`src/rtl/cordiv_pkg.sv`:
```
// Shared defaults and helpers for the multi-lane correlated stochastic divider.
package cordiv_pkg;

    localparam int unsigned ChDef      = 4;
    localparam int unsigned SrDepthDef = 4;
    localparam int unsigned CntWDef    = 8;

    // A full window of ones reaches 2**cntw, so one extra bit is needed.
    function automatic int unsigned est_width(input int unsigned cntw);
        return cntw + 1;
    endfunction

    function automatic int unsigned tap_clamp(input int unsigned sel, input int unsigned depth);
        return (sel >= depth) ? depth - 1 : sel;
    endfunction

endpackage

```
`src/rtl/cordiv_lane.sv`:
```
// One divider lane: quotient shift register, tap mux, quotient select and
// windowed ones-counter with its held estimate.
module cordiv_lane
    import cordiv_pkg::*;
#(
    parameter int unsigned SRDEPTH = SrDepthDef,
    parameter int unsigned CNTW    = CntWDef,
    parameter int unsigned SELW    = $clog2(SRDEPTH)
) (
    input  logic                          clk,
    input  logic                          rst_n,
    input  logic                          clr,
    input  logic                          en,
    input  logic                          win_end,
    input  logic [SELW-1:0]               sel,
    input  logic                          dividend,
    input  logic                          divisor,
    output logic                          quotient,
    output logic                          srout,
    output logic [est_width(CNTW)-1:0]    est
);

    localparam int unsigned EstW = est_width(CNTW);

    logic [SRDEPTH-1:0] r_sr;
    logic [EstW-1:0]    r_acc;
    logic [EstW-1:0]    r_est;
    logic [SELW-1:0]    w_tap;
    logic [EstW-1:0]    w_acc_next;

    assign w_tap      = SELW'(tap_clamp(32'(sel), SRDEPTH));
    assign srout      = r_sr[w_tap];
    // Divisor high passes the dividend; otherwise replay a past quotient bit.
    assign quotient   = divisor ? dividend : srout;
    assign w_acc_next = r_acc + EstW'(quotient);
    assign est        = r_est;

    always_ff @(posedge clk or negedge rst_n) begin
        if (!rst_n) begin
            r_sr  <= '0;
            r_acc <= '0;
            r_est <= '0;
        end else if (clr) begin
            r_sr  <= '0;
            r_acc <= '0;
            r_est <= '0;
        end else if (en) begin
            if (divisor) begin
                r_sr <= {r_sr[SRDEPTH-2:0], quotient};
            end
            if (win_end) begin
                r_est <= w_acc_next;
                r_acc <= '0;
            end else begin
                r_acc <= w_acc_next;
            end
        end
    end

endmodule

```
`src/rtl/cordiv_array.sv`:
```
// CH independent CORDIV lanes sharing stream enable, clear and the estimation
// window counter; est_valid pulses once per completed window.
module cordiv_array
    import cordiv_pkg::*;
#(
    parameter int unsigned CH      = ChDef,
    parameter int unsigned SRDEPTH = SrDepthDef,
    parameter int unsigned CNTW    = CntWDef
) (
    input  logic                                 clk,
    input  logic                                 rst_n,
    input  logic                                 clr,
    input  logic                                 en,
    input  logic [CH*$clog2(SRDEPTH)-1:0]        sel,
    input  logic [CH-1:0]                        dividend,
    input  logic [CH-1:0]                        divisor,
    output logic [CH-1:0]                        quotient,
    output logic [CH-1:0]                        srout,
    output logic [CH*est_width(CNTW)-1:0]        est,
    output logic                                 est_valid
);

    localparam int unsigned SELW = $clog2(SRDEPTH);
    localparam int unsigned EstW = est_width(CNTW);

    if (SRDEPTH < 2) begin : g_bad_depth
        $error("cordiv_array: SRDEPTH must be >= 2");
    end
    if (CNTW < 1) begin : g_bad_cntw
        $error("cordiv_array: CNTW must be >= 1");
    end

    logic [CNTW-1:0] r_win_cnt;
    logic            r_est_valid;
    logic            w_win_end;

    assign w_win_end = en && (r_win_cnt == {CNTW{1'b1}});
    assign est_valid = r_est_valid;

    // Counter wraps naturally, so the next window starts on the following en cycle.
    always_ff @(posedge clk or negedge rst_n) begin
        if (!rst_n) begin
            r_win_cnt   <= '0;
            r_est_valid <= 1'b0;
        end else if (clr) begin
            r_win_cnt   <= '0;
            r_est_valid <= 1'b0;
        end else begin
            r_est_valid <= w_win_end;
            if (en) begin
                r_win_cnt <= r_win_cnt + CNTW'(1);
            end
        end
    end

    for (genvar c = 0; c < CH; c++) begin : g_lane
        cordiv_lane #(
            .SRDEPTH (SRDEPTH),
            .CNTW    (CNTW),
            .SELW    (SELW)
        ) u_lane (
            .clk      (clk),
            .rst_n    (rst_n),
            .clr      (clr),
            .en       (en),
            .win_end  (w_win_end),
            .sel      (sel[c*SELW +: SELW]),
            .dividend (dividend[c]),
            .divisor  (divisor[c]),
            .quotient (quotient[c]),
            .srout    (srout[c]),
            .est      (est[c*EstW +: EstW])
        );
    end

endmodule

```
`config.mk`:
```
export PLATFORM = sky130hd
export DESIGN_NAME = cordiv_array
export DESIGN_NICKNAME = d
export VERILOG_FILES = /design/src/rtl/cordiv_pkg.sv /design/src/rtl/cordiv_lane.sv /design/src/rtl/cordiv_array.sv
export SDC_FILE = /design/constraint.sdc
export NUM_CORES = 1
export LEC_CHECK = 0
export CAP_MARGIN = 20
export CORE_MARGIN = 8
export CORE_UTILIZATION = 40
export CTS_CLUSTER_DIAMETER = 120
export DETAILED_ROUTE_END_ITERATION = 16
export MAX_ROUTING_LAYER = met4
export SYNTH_ARGS = -nofsm -noshare
export SYNTH_HDL_FRONTEND = slang
export SYNTH_SLANG_ARGS = --single-unit
export TNS_END_PERCENT = 100
```
`constraint.sdc`:
```
create_clock -name clk -period 2.75 [get_ports clk]
set_input_delay 0.55 -clock clk [delete_from_list [all_inputs] [get_ports clk]]
set_output_delay 0.55 -clock clk [all_outputs]
set_load 0.01 [all_outputs]
```
==> impl_metrics.csv <==
group,metric,value,unit
floorplanning,die_area,15600,um2
synth,synth_nets,500,
power_and_ir_drop,power_density,505,nW/um2
sta,tns,0,ns
flow_run,maxCapViolations,0,
synth,synth_edf_count,0,
sta,setup_viol,0,
placed_design,port_buffers,64,
routing,drc_errors,0,
sta,relSlewSlack,67.0,%
placed_design,hpwl,7450,um
clocking,cts-htree-levels,3,
global_route,gr-total-overflow,0,
worst_setup_path,max_stage_delay,0.51,ns
global_route,grt_pass1_vias,3705,
clocking,cts_root_buf,"clkbuf_16",
cells_and_area,mostFrequentLayoutCell,"dfrtp_1",
routing,routed_wl,10700,um
cells_and_area,final_cell_mix,"97 x dfrtp_1, 58 x nand2_1, 58 x clkdlybuf4s50_1, 44 x nor2_1, 37 x a21oi_1",
power_and_ir_drop,leakage,0.00243,uW
power_and_ir_drop,total_power,2980,uW
synth,yosysSeqAreaShare,51.1,%
clocking,cts_tree,"built",
placed_design,place.gp.congestion,0.827,
power_and_ir_drop,clockPowerShare,45.0,%
worst_setup_path,startpoint_type,"input pin",
routing,first_pass_iters,4,
routing,vias_per_cell,5.48,
clocking,numCtsBuffers,9,
worst_setup_path,crit_chain,"clkdlybuf4s50_1, mux4_2, mux2_2, dlygate4sd2_1",
sta,worst_pin_slew,0.494,ns
floorplanning,die_y,125,um
routing,postRouteAntennaNets,0,
synth,synthDistinctLibCells,35,
synth,synth-seq-cells,97,
cells_and_area,drive_gt1_share,12.8,%
sta,finalMaxSlewViolations,0,
global_route,grt_pass1_wl,18100,um
worst_setup_path,cp_slowest_cell,"mux4_2",
sta,grt_setup_unrepaired,"no",
routing,num_vias,3733,
synth,yosysWarnings,0,
clocking,postCtsSetupBuffers,0,
hold_path,hp-class,"input pin to asynchronous set/reset pin",
placed_design,dpl-instance-area,5550,um2
cells_and_area,antenna_cells,0,
floorplanning,start_util,41.2,%
sta,hold_violations,0,
sta,post-route-min-period,2.70,ns
cells_and_area,fin_nets,562,
clocking,clk_latency,0.35,ns
worst_setup_path,cp.required,2.20,ns
clocking,clk_pin_slew,0.08,ns
status,status,"finished, final reports clean",
global_route,grt_max_degree,67,
sta,finalCritPeriodShare,98.3,%
power_and_ir_drop,power_frac_comb,6.5,%
worst_setup_path,crit_path_end_kind,"output pin",
routing,post_drt_wl_per_cell,15.8,um
synth,syn_inst,471,
worst_setup_path,worstPathArrival,2.15,ns
floorplanning,chipWidth,125,um
synth,synth-async-reset-ratio,100,%
worst_setup_path,cp_max_fo,2,
synth,netlist_area,4750,um2
floorplanning,io_pins,65,
worst_setup_path,critPathKind,"input pin to output pin",
power_and_ir_drop,power_switching,733,uW
clocking,cts_sinks,97,
routing,drt-initial-drc-count,182,
clocking,clockBufferDepth,2,
cells_and_area,final_area,5910,um2
power_and_ir_drop,switching_share,24.6,%
power_and_ir_drop,pwr-share-seq,48.5,%
power_and_ir_drop,peakVddDrop,280,uV
floorplanning,core,11500,um2
global_route,track_usage,14.3,%
synth,synth_flop_cell,"dfrtp_1",
sta,fmax,0.370,GHz
cells_and_area,synthToLayoutAreaGrowth,24.4,%
synth,syn_avg_cell_area,10.1,um2
sta,fin_skew,0.0133,ns
power_and_ir_drop,power.internal,2250,uW
global_route,antenna_found_initial,0,
floorplanning,rows,39,
## final cells by class
cell class | count | area [um2]
multi-input combinational | 333 | 2120
clock inverter | 7 | 90.1
fill | 1086 | 5610
tap | 143 | 179
clock buffer | 9 | 225
timing repair buffer | 92 | 862
sequential | 97 | 2430
## worst max-delay path: cells and delay by family
kind	cells	cell delay, ns
muxes	2	0.83
buffers and inverters	2	0.78
## what timing repair did
action                     4_1_cts  5_1_grt
setup endpoints to repair        4       11
pin swaps                        0        2
gates resized for setup          6       12
hold buffers                     0        0
## worst paths after layout
| check | cells after the start | start | endpoint | slack, ns |
|---|---|---|---|---|
| max in group asynchronous | 2 | rst_n | g_lane[1].u_lane.r_acc[4] | 1.96 |
| min | 1 | rst_n | g_lane[0].u_lane.est[7] | 0.16 |
| min in group clk | 1 | g_lane[2].u_lane.r_acc[8] | g_lane[2].u_lane.r_acc[8] | 0.50 |
| min reg2reg | 1 | g_lane[2].u_lane.r_acc[8] | g_lane[2].u_lane.r_acc[8] | 0.50 |
| max reg2reg | 8 | g_lane[0].u_lane.r_sr[2] | g_lane[0].u_lane.est[6] | 0.39 |
| max | 4 | sel[0] | quotient[0] | 0.05 |
## cells in the mapped netlist (5+ instances only)
cell type  count  area [um2]
nand3_1       32         160
buf_2          8        40.0
or2b_1         6        45.0
xor2_1        16         140
a31oi_1       22         138
buf_4         10        75.1
dfrtp_1       97        2430
xnor2_1       19         166
a21oi_1       37         185
nor2_1        44         165
and3_1         5        31.3
buf_6          6        67.6
and4_1         7        61.3
ha_1           9         113
a22o_1         8        70.1
o21ai_0       12        60.1
nand2_1       58         218
clkbuf_1      12        45.0
a211oi_1      28         210
## registers in the layout (all words and copies together) (netlist names)
register             flops
est_valid                1
g_lane.u_lane.est       36
g_lane.u_lane.r_acc     36
g_lane.u_lane.r_sr      16
r_win_cnt                8
## cell families after synthesis
group	synth area share [%]
multiplexers	3.06
AND/OR/NAND/NOR	16.5
XOR/XNOR	6.46
flip-flops	51.1
adder cells (fa/ha/maj)	2.37
AO/OA/AOI/OAI	15.2
buffers and inverters	5.22
## power groups by stage
stage	sequential [uW]	clock, uW	combinational (uW)
after floorplan	1470	0	95.7
after global placement	1470	0	193
after detailed placement	1480	0	197
after CTS	1450	1370	196
after global routing	1450	1430	215
final	1450	1340	193
## per-layer routing
| metal | GRT usage (%) | part of all wire [%] |
|---|---|---|
| met2 | 21.9 | 46 |
| met4 | 5.09 | 1.4 |
| met5 | - | 0 |
| met3 | 2.93 | 4.2 |
| met1 | 18.6 | 48 |
## metrics by stage
step | util, % | worst slack, ns | hold WS (ns) | cells
6_report | 51.3 | 0.0474 | 0.162 | 681
5_1_grt | 51.3 | 0.000102 | 0.192 | 681
4_1_cts | 50.9 | 0.0335 | 0.169 | 681
3_5_place_dp | 48.2 | -0.334 | 0.493 | 665
3_3_place_gp | 48.1 | -0.280 | 0.484 | 664
2_1_floorplan | - | 0.217 | 0.254 | 471
(Power assumes the default switching activity.)
